<file path="src/rtl/msx_cart_bus_if_if.sv">
// MSX cartridge pins plus internal I/O request bus.
// slave = cartridge front-end, master = MSX host and bus side.
`timescale 1ns/1ps
interface msx_cart_bus_if_if;
  logic       n_ce;
  logic       n_wr;
  logic       n_rd;
  logic [1:0] ta;
  logic [7:0] td_in;
  logic [7:0] td_out;
  logic       td_oe;
  logic       tdir;
  logic       twait;
  logic       bus_ioreq;
  logic       bus_write;
  logic [1:0] bus_address;
  logic [7:0] bus_wdata;
  logic       bus_ready;
  logic [7:0] bus_rdata;
  logic       bus_rdata_en;

  modport slave (
    input  n_ce, n_wr, n_rd, ta, td_in,
    output td_out, td_oe, tdir, twait,
    output bus_ioreq, bus_write,
    output bus_address, bus_wdata,
    input  bus_ready, bus_rdata, bus_rdata_en
  );

  modport master (
    output n_ce, n_wr, n_rd, ta, td_in,
    input  td_out, td_oe, tdir, twait,
    input  bus_ioreq, bus_write,
    input  bus_address, bus_wdata,
    output bus_ready, bus_rdata, bus_rdata_en
  );
endinterface

</file>
<file path="src/rtl/msx_cart_bus_if.sv">
// MSX cartridge slave front-end: strobe sync, one bus request
// per MSX I/O access, read data return and optional wait.
// Ports: clk, n_reset (async low), bus (msx_cart_bus_if_if.slave).
// Macro MSX_CART_BUS_TWAIT_EN enables the twait output.
`timescale 1ns/1ps
module msx_cart_bus_if #(
  parameter int SYNC_STAGES = 2,
  parameter int RD_TIMEOUT  = 63
) (
  input  logic                  clk,
  input  logic                  n_reset,
  msx_cart_bus_if_if.slave      bus
);

`ifdef MSX_CART_BUS_TWAIT_EN
  localparam bit TWAIT_EN = 1'b1;
`else
  localparam bit TWAIT_EN = 1'b0;
`endif

  localparam logic [7:0] TMO_LAST = 8'(RD_TIMEOUT - 1);

  typedef enum logic [2:0] {
    S_IDLE,
    S_WR_REQ,
    S_RD_REQ,
    S_RD_WAIT,
    S_RD_HOLD,
    S_END_WAIT
  } state_t;

  state_t r_state;
  state_t w_next;

  logic [SYNC_STAGES-1:0] r_ce_sync;
  logic [SYNC_STAGES-1:0] r_wr_sync;
  logic [SYNC_STAGES-1:0] r_rd_sync;

  logic [7:0] r_td_out, w_td_out_n;
  logic       r_td_oe,  w_td_oe_n;
  logic       r_tdir,   w_tdir_n;
  logic       r_twait,  w_twait_n;
  logic       r_ioreq,  w_ioreq_n;
  logic       r_write,  w_write_n;
  logic [1:0] r_addr,   w_addr_n;
  logic [7:0] r_wdata,  w_wdata_n;
  logic [7:0] r_cnt,    w_cnt_n;
  logic       r_abn,    w_abn_n;

  logic w_s_ce;
  logic w_s_wr;
  logic w_s_rd;
  logic w_wr_det;
  logic w_rd_det;
  logic w_rel;
  logic w_tmo;
  logic w_done;
  logic w_abn;

  always_ff @(posedge clk or negedge n_reset) begin
    if (!n_reset) begin
      r_ce_sync <= '1;
      r_wr_sync <= '1;
      r_rd_sync <= '1;
    end else begin
      r_ce_sync <= {r_ce_sync[SYNC_STAGES-2:0], bus.n_ce};
      r_wr_sync <= {r_wr_sync[SYNC_STAGES-2:0], bus.n_wr};
      r_rd_sync <= {r_rd_sync[SYNC_STAGES-2:0], bus.n_rd};
    end
  end

  assign w_s_ce   = r_ce_sync[SYNC_STAGES-1];
  assign w_s_wr   = r_wr_sync[SYNC_STAGES-1];
  assign w_s_rd   = r_rd_sync[SYNC_STAGES-1];
  // write has priority when both strobes are low
  assign w_wr_det = !w_s_ce && !w_s_wr;
  assign w_rd_det = !w_s_ce && !w_s_rd && w_s_wr;
  assign w_rel    = w_s_ce || w_s_rd;
  assign w_tmo    = (r_cnt == TMO_LAST);
  assign w_done   = bus.bus_rdata_en || w_tmo;
  // sticky: the read strobe went away before data arrived
  assign w_abn    = r_abn || w_rel;

  always_ff @(posedge clk or negedge n_reset) begin
    if (!n_reset) begin
      r_state  <= S_IDLE;
      r_td_out <= 8'h00;
      r_td_oe  <= 1'b0;
      r_tdir   <= 1'b0;
      r_twait  <= 1'b0;
      r_ioreq  <= 1'b0;
      r_write  <= 1'b0;
      r_addr   <= 2'd0;
      r_wdata  <= 8'h00;
      r_cnt    <= 8'd0;
      r_abn    <= 1'b0;
    end else begin
      r_state  <= w_next;
      r_td_out <= w_td_out_n;
      r_td_oe  <= w_td_oe_n;
      r_tdir   <= w_tdir_n;
      r_twait  <= w_twait_n;
      r_ioreq  <= w_ioreq_n;
      r_write  <= w_write_n;
      r_addr   <= w_addr_n;
      r_wdata  <= w_wdata_n;
      r_cnt    <= w_cnt_n;
      r_abn    <= w_abn_n;
    end
  end

  always_comb begin
    w_next = r_state;
    unique case (r_state)
      S_IDLE: begin
        if (w_wr_det)      w_next = S_WR_REQ;
        else if (w_rd_det) w_next = S_RD_REQ;
      end
      S_WR_REQ: begin
        if (bus.bus_ready) w_next = S_END_WAIT;
      end
      S_RD_REQ: begin
        if (bus.bus_ready) w_next = S_RD_WAIT;
      end
      S_RD_WAIT: begin
        if (w_done)
          w_next = w_abn ? S_IDLE : S_RD_HOLD;
      end
      S_RD_HOLD: begin
        if (w_rel) w_next = S_IDLE;
      end
      S_END_WAIT: begin
        if (w_s_ce || (w_s_wr && w_s_rd))
          w_next = S_IDLE;
      end
      default: w_next = S_IDLE;
    endcase
  end

  always_comb begin
    w_td_out_n = r_td_out;
    w_td_oe_n  = r_td_oe;
    w_tdir_n   = r_tdir;
    w_twait_n  = r_twait;
    w_ioreq_n  = r_ioreq;
    w_write_n  = r_write;
    w_addr_n   = r_addr;
    w_wdata_n  = r_wdata;
    w_cnt_n    = r_cnt;
    w_abn_n    = r_abn;
    unique case (r_state)
      S_IDLE: begin
        w_abn_n = 1'b0;
        if (w_wr_det) begin
          w_addr_n  = bus.ta;
          w_wdata_n = bus.td_in;
          w_ioreq_n = 1'b1;
          w_write_n = 1'b1;
        end else if (w_rd_det) begin
          w_addr_n  = bus.ta;
          w_ioreq_n = 1'b1;
          w_write_n = 1'b0;
          w_twait_n = TWAIT_EN;
        end
      end
      S_WR_REQ: begin
        if (bus.bus_ready) w_ioreq_n = 1'b0;
      end
      S_RD_REQ: begin
        w_abn_n = w_abn;
        if (bus.bus_ready) begin
          w_ioreq_n = 1'b0;
          w_cnt_n   = 8'd0;
        end
      end
      S_RD_WAIT: begin
        w_abn_n = w_abn;
        if (w_done) begin
          // data beats a coincident timeout
          w_td_out_n = bus.bus_rdata_en ?
                       bus.bus_rdata : 8'hFF;
          w_twait_n  = 1'b0;
          w_td_oe_n  = !w_abn;
          w_tdir_n   = !w_abn;
        end else begin
          w_cnt_n = r_cnt + 8'd1;
        end
      end
      S_RD_HOLD: begin
        if (w_rel) begin
          w_td_oe_n = 1'b0;
          w_tdir_n  = 1'b0;
        end
      end
      S_END_WAIT: begin
        w_abn_n = 1'b0;
      end
      default: begin
        w_td_oe_n = 1'b0;
        w_tdir_n  = 1'b0;
        w_ioreq_n = 1'b0;
        w_twait_n = 1'b0;
      end
    endcase
  end

  assign bus.td_out      = r_td_out;
  assign bus.td_oe       = r_td_oe;
  assign bus.tdir        = r_tdir;
  assign bus.twait       = r_twait;
  assign bus.bus_ioreq   = r_ioreq;
  assign bus.bus_write   = r_write;
  assign bus.bus_address = r_addr;
  assign bus.bus_wdata   = r_wdata;

endmodule

</file>
<file path="src/flat_wrapper.sv">
// flat-port wrapper written by rule: the top's interface ports become plain ports
module msx_cart_bus_if_flat 
#(
  parameter int SYNC_STAGES = 2,
  parameter int RD_TIMEOUT  = 63
)
  (clk, n_reset, bus_n_ce, bus_n_wr, bus_n_rd, bus_ta, bus_td_in, bus_td_out, bus_td_oe, bus_tdir, bus_twait, bus_bus_ioreq, bus_bus_write, bus_bus_address, bus_bus_wdata, bus_bus_ready, bus_bus_rdata, bus_bus_rdata_en);
  msx_cart_bus_if_if bus_i ();
  input  logic clk;
  input  logic n_reset;
  input wire logic [$bits(bus_i.n_ce)-1:0] bus_n_ce;
  input wire logic [$bits(bus_i.n_wr)-1:0] bus_n_wr;
  input wire logic [$bits(bus_i.n_rd)-1:0] bus_n_rd;
  input wire logic [$bits(bus_i.ta)-1:0] bus_ta;
  input wire logic [$bits(bus_i.td_in)-1:0] bus_td_in;
  output wire logic [$bits(bus_i.td_out)-1:0] bus_td_out;
  output wire logic [$bits(bus_i.td_oe)-1:0] bus_td_oe;
  output wire logic [$bits(bus_i.tdir)-1:0] bus_tdir;
  output wire logic [$bits(bus_i.twait)-1:0] bus_twait;
  output wire logic [$bits(bus_i.bus_ioreq)-1:0] bus_bus_ioreq;
  output wire logic [$bits(bus_i.bus_write)-1:0] bus_bus_write;
  output wire logic [$bits(bus_i.bus_address)-1:0] bus_bus_address;
  output wire logic [$bits(bus_i.bus_wdata)-1:0] bus_bus_wdata;
  input wire logic [$bits(bus_i.bus_ready)-1:0] bus_bus_ready;
  input wire logic [$bits(bus_i.bus_rdata)-1:0] bus_bus_rdata;
  input wire logic [$bits(bus_i.bus_rdata_en)-1:0] bus_bus_rdata_en;
  assign bus_i.n_ce = bus_n_ce;
  assign bus_i.n_wr = bus_n_wr;
  assign bus_i.n_rd = bus_n_rd;
  assign bus_i.ta = bus_ta;
  assign bus_i.td_in = bus_td_in;
  assign bus_td_out = bus_i.td_out;
  assign bus_td_oe = bus_i.td_oe;
  assign bus_tdir = bus_i.tdir;
  assign bus_twait = bus_i.twait;
  assign bus_bus_ioreq = bus_i.bus_ioreq;
  assign bus_bus_write = bus_i.bus_write;
  assign bus_bus_address = bus_i.bus_address;
  assign bus_bus_wdata = bus_i.bus_wdata;
  assign bus_i.bus_ready = bus_bus_ready;
  assign bus_i.bus_rdata = bus_bus_rdata;
  assign bus_i.bus_rdata_en = bus_bus_rdata_en;
  msx_cart_bus_if #(.SYNC_STAGES(SYNC_STAGES), .RD_TIMEOUT(RD_TIMEOUT)) u_core (.clk(clk), .n_reset(n_reset), .bus(bus_i));
endmodule
</file>
<file path="config.mk">
export PLATFORM = sky130hd
export DESIGN_NAME = msx_cart_bus_if_flat
export DESIGN_NICKNAME = d
export VERILOG_FILES = /design/src/rtl/msx_cart_bus_if_if.sv /design/src/rtl/msx_cart_bus_if.sv /design/src/flat_wrapper.sv
export SDC_FILE = /design/constraint.sdc
export NUM_CORES = 1
export LEC_CHECK = 0
export ABC_AREA = 1
export CAP_MARGIN = 20
export CORE_MARGIN = 1.5
export CORE_UTILIZATION = 30
export CTS_CLUSTER_SIZE = 10
export DETAILED_ROUTE_END_ITERATION = 6
export PLACE_DENSITY = 0.58
export SETUP_SLACK_MARGIN = 0.3
export SYNTH_ARGS = -nofsm -noshare
export SYNTH_HDL_FRONTEND = slang
export SYNTH_SLANG_ARGS = --single-unit
export TNS_END_PERCENT = 50
</file>
<file path="constraint.sdc">
create_clock -name clk -period 1.75 [get_ports clk]
set_input_delay 0.4375 -clock clk [delete_from_list [all_inputs] [get_ports clk]]
set_output_delay 0.4375 -clock clk [all_outputs]
set_load 0.01 [all_outputs]
</file>
==> run_results.csv <==
group,metric,value,unit
outcome,status,"finished clean",
global_route,grt_max_degree,40,
min_path,hold_path_class,"primary input to async pin",
power,p_per_area,1420,nW/µm²
critical_path,rrSetupSlack,0.34,ns
power,combPwrFrac,43.4,%
clock_tree,cts-root-buf,"clkbuf_8",
timing,skew,0.00995,ns
global_route,grt_util_all_layers,12.3,%
placed_design,gp_congestion,0.824,
finish,fin_nets,280,
critical_path,path_buf_inv,1,
timing,finalHoldViolations,0,
power,switchingPower,0.00139,W
critical_path,crit_path_cell_trace,"dlygate4sd2_1",
finish,final_area,2580,µm²
critical_path,max_stage_delay,0.39,ns
clock_tree,cts.sinks,39,
floorplan,dieArea,6610,µm²
timing,tns,0,ns
critical_path,reg2reg_to,"u_core.r_cnt[7]$_DFFE_PN0P_",
timing,fmax,707,MHz
yosys,yosys_warnings,0,
placed_design,post-dp-hpwl,2580,µm
critical_path,path_max_fanout,2,
timing,setup_viol,0,
power,p_seq_share,40.0,%
yosys,synthCells,194,
timing,rsz0062_at_grt,"yes",
finish,layout_commonest_cell,"nand2_1",
clock_tree,cts_tree,"yes",
clock_tree,clock_latency,0.30,ns
critical_path,endpoint_kind,"output pin",
critical_path,rr_worst_depth,9,
timing,tightest_slew,0.501,ns
power,peakVddDrop,0.545,mV
placed_design,io_buffer_count,46,
flow_run,max-cap-violations,0,
detailed_routing,wl_per_cell,11.7,µm
global_route,antenna_found_initial,0,
power,leakagePower,1.28,nW
detailed_routing,routed_wl,3860,µm
finish,drive_gt1_share,25.6,%
detailed_routing,vias,1497,
timing,finalCritPeriodShare,80.8,%
power,internal-power,0.00229,W
critical_path,arrival,0.98,ns
global_route,grt-ovfl-total,0,
power,pwr-share-clk,16.6,%
critical_path,cpMaxStageDelayCell,"dfrtp_1",
placed_design,placed_area,2370,µm²
timing,drv_slew,0,
detailed_routing,viasPerCell,4.55,
detailed_routing,drtIter0Drc,81,
clock_tree,cts_buffers,5,
yosys,syn_nets,221,
timing,slew_headroom,66.6,%
timing,layout_min_cycle_time,1.41,ns
placed_design,pre_cts_slack,0.0152,ns
floorplan,rows,28,
yosys,synth.distinct_cells,29,
critical_path,worstPathRequired,1.31,ns
floorplan,fp.dieW,81.3,µm
critical_path,cpLargestDelayFamily,"flip-flops",
critical_path,critPathKind,"register to output pin",
detailed_routing,ant_nets,0,
floorplan,io_pins,48,
global_route,first_global_vias,1435,
floorplan,die_height,81.3,µm
critical_path,cp-start-kind,"register",
clock_tree,h-tree-depth,2,
floorplan,core-area,5920,µm²
finish,area_growth,40.4,%
detailed_routing,dr.pass1.iters,4,
yosys,synth_seq_area_share,53.4,%
finish,final_cell_mix,"49 x nand2_1, 31 x dfrtp_1, 22 x clkdlybuf4s50_1",
yosys,syn_avg_cell_area,9.49,µm²
detailed_routing,drc,0,
power,p_sw_share,37.7,%
finish,diodes,0,
global_route,grt_pass1_wl,6240,µm
floorplan,start_util,31.1,%
yosys,synth_area,1840,µm²
clock_tree,cts.reportedPaths.clkPinSlew,0.08,ns
clock_tree,cts_buffer_depth,2,
critical_path,timing.rr.start,"u_core.r_cnt[0]$_DFFE_PN0P_",
timing,worst_slack,0.336,ns
yosys,ys_ff_latch,39,
## Yosys cell counts
cell / count / area share, %
o21ai_1: 1 / 0.27
dfstp_2: 6 / 8.6
nor2_2: 3 / 1.0
nor2_1: 17 / 3.5
inv_4: 1 / 0.34
inv_2: 1 / 0.20
nand3_1: 13 / 3.5
o21ai_0: 9 / 2.4
dfrtp_1: 33 / 45
nand2_1: 51 / 10
buf_4: 2 / 0.82
nand4_1: 4 / 1.4
nand3_4: 1 / 0.95
nor3_1: 1 / 0.27
nand2_2: 4 / 1.4
nand2_4: 1 / 0.61
o22ai_1: 1 / 0.34
ha_1: 2 / 1.4
clkinv_1: 1 / 0.20
a211oi_1: 1 / 0.41
mux2_2: 8 / 4.9
inv_1: 13 / 2.7
nand3_2: 3 / 1.6
nor2_4: 2 / 1.2
buf_2: 1 / 0.27
conb_1: 1 / 0.20
o21ai_2: 9 / 4.3
xor2_1: 3 / 1.4
buf_6: 1 / 0.61
## area by class of cell
| class | instances | area [µm²] |
|---|---|---|
| multi-input cells | 137 | 836 |
| flip-flops and latches | 39 | 986 |
| clock inverters | 2 | 12.5 |
| clock buffers | 6 | 72.6 |
| fillers | 585 | 3340 |
| well taps | 75 | 93.8 |
| repair buffers | 54 | 517 |
| inverters | 16 | 66.3 |
## routing by layer
metal	part of all wire, %	global-route usage, %
met5	0	0
met3	4.2	3.37
met4	1.7	5.17
met2	46	19.3
met1	48	16.0
## power groups by stage
| stage | Sequential, W | Combinational [W] | Clock (W) |
|---|---|---|---|
| global placement | 0.00149 | 0.00157 | 0 |
| detailed placement | 0.00149 | 0.00159 | 0 |
| finish | 0.00147 | 0.00159 | 0.000611 |
| floorplan | 0.00155 | 0.000831 | 0 |
| CTS | 0.00147 | 0.00148 | 0.000635 |
| global route | 0.00152 | 0.00177 | 0.000670 |
## metrics by stage
| stage | utilization [%] | power, W | cells | hold WS, ns |
|---|---|---|---|---|
| after floorplan | - | 0.00238 | 194 | 0.142 |
| after global placement | 40.1 | 0.00306 | 313 | 0.346 |
| after detailed placement | 40.1 | 0.00308 | 313 | 0.347 |
| after CTS | 41.2 | 0.00359 | 321 | 0.200 |
| after global routing | 43.6 | 0.00396 | 329 | 0.229 |
| final | 43.6 | 0.00367 | 329 | 0.177 |
## how the worst max path moves through the flow
| stage | end | depth (start not counted) | start |
|---|---|---|---|
| detailed placement | u_core.r_state[0]$_DFFE_PN0P_ | 8 | bus_bus_ready |
| finish | bus_td_out[3] | 1 | u_core.bus.td_out[3]$_DFFE_PN0P_ |
| global route | u_core.r_cnt[6]$_DFFE_PN0P_ | 9 | u_core.r_cnt[0]$_DFFE_PN0P_ |
| CTS | bus_bus_wdata[4] | 1 | u_core.bus.bus_wdata[4]$_DFFE_PN0P_ |
| global placement | u_core.r_state[2]$_DFFE_PN0P_ | 8 | bus_bus_ready |
| floorplan | u_core.bus.td_out[5]$_DFFE_PN0P_ | 10 | u_core.r_cnt[0]$_DFFE_PN0P_ |
## cells by family after synthesis
group | count (synthesis) | synth area share, %
adder cells (fa/ha/maj) | 2 | 1.36
AND/OR/NAND/NOR | 100 | 25.8
flip-flops | 39 | 53.4
multiplexers | 8 | 4.89
XOR/XNOR | 3 | 1.43
AO/OA/AOI/OAI | 21 | 7.75
buffers and inverters | 20 | 5.10
other | 1 | 0.204
## registers in the layout, indices dropped and copies added, names as in the netlist
name                    cells
u_core.bus.bus_wdata        8
u_core.bus.td_out           8
u_core.bus.bus_write        1
u_core.r_wr_sync            2
u_core.bus.bus_address      2
u_core.r_abn                1
u_core.bus.bus_ioreq        1
u_core.r_rd_sync            2
u_core.r_state              3
u_core.r_cnt                8
u_core.r_ce_sync            2
u_core.bus.td_oe            1
## timing repair
action                                  4_1_cts  5_1_grt
gates resized for setup                      15       23
buffers inserted                              0        6
gates cloned                                  0        2
endpoints found under the setup margin       31       39
endpoints found under the hold margin         0        0
pin swaps                                     0        8
hold buffers                                  0        0
Power figures use the tool's default switching activity.
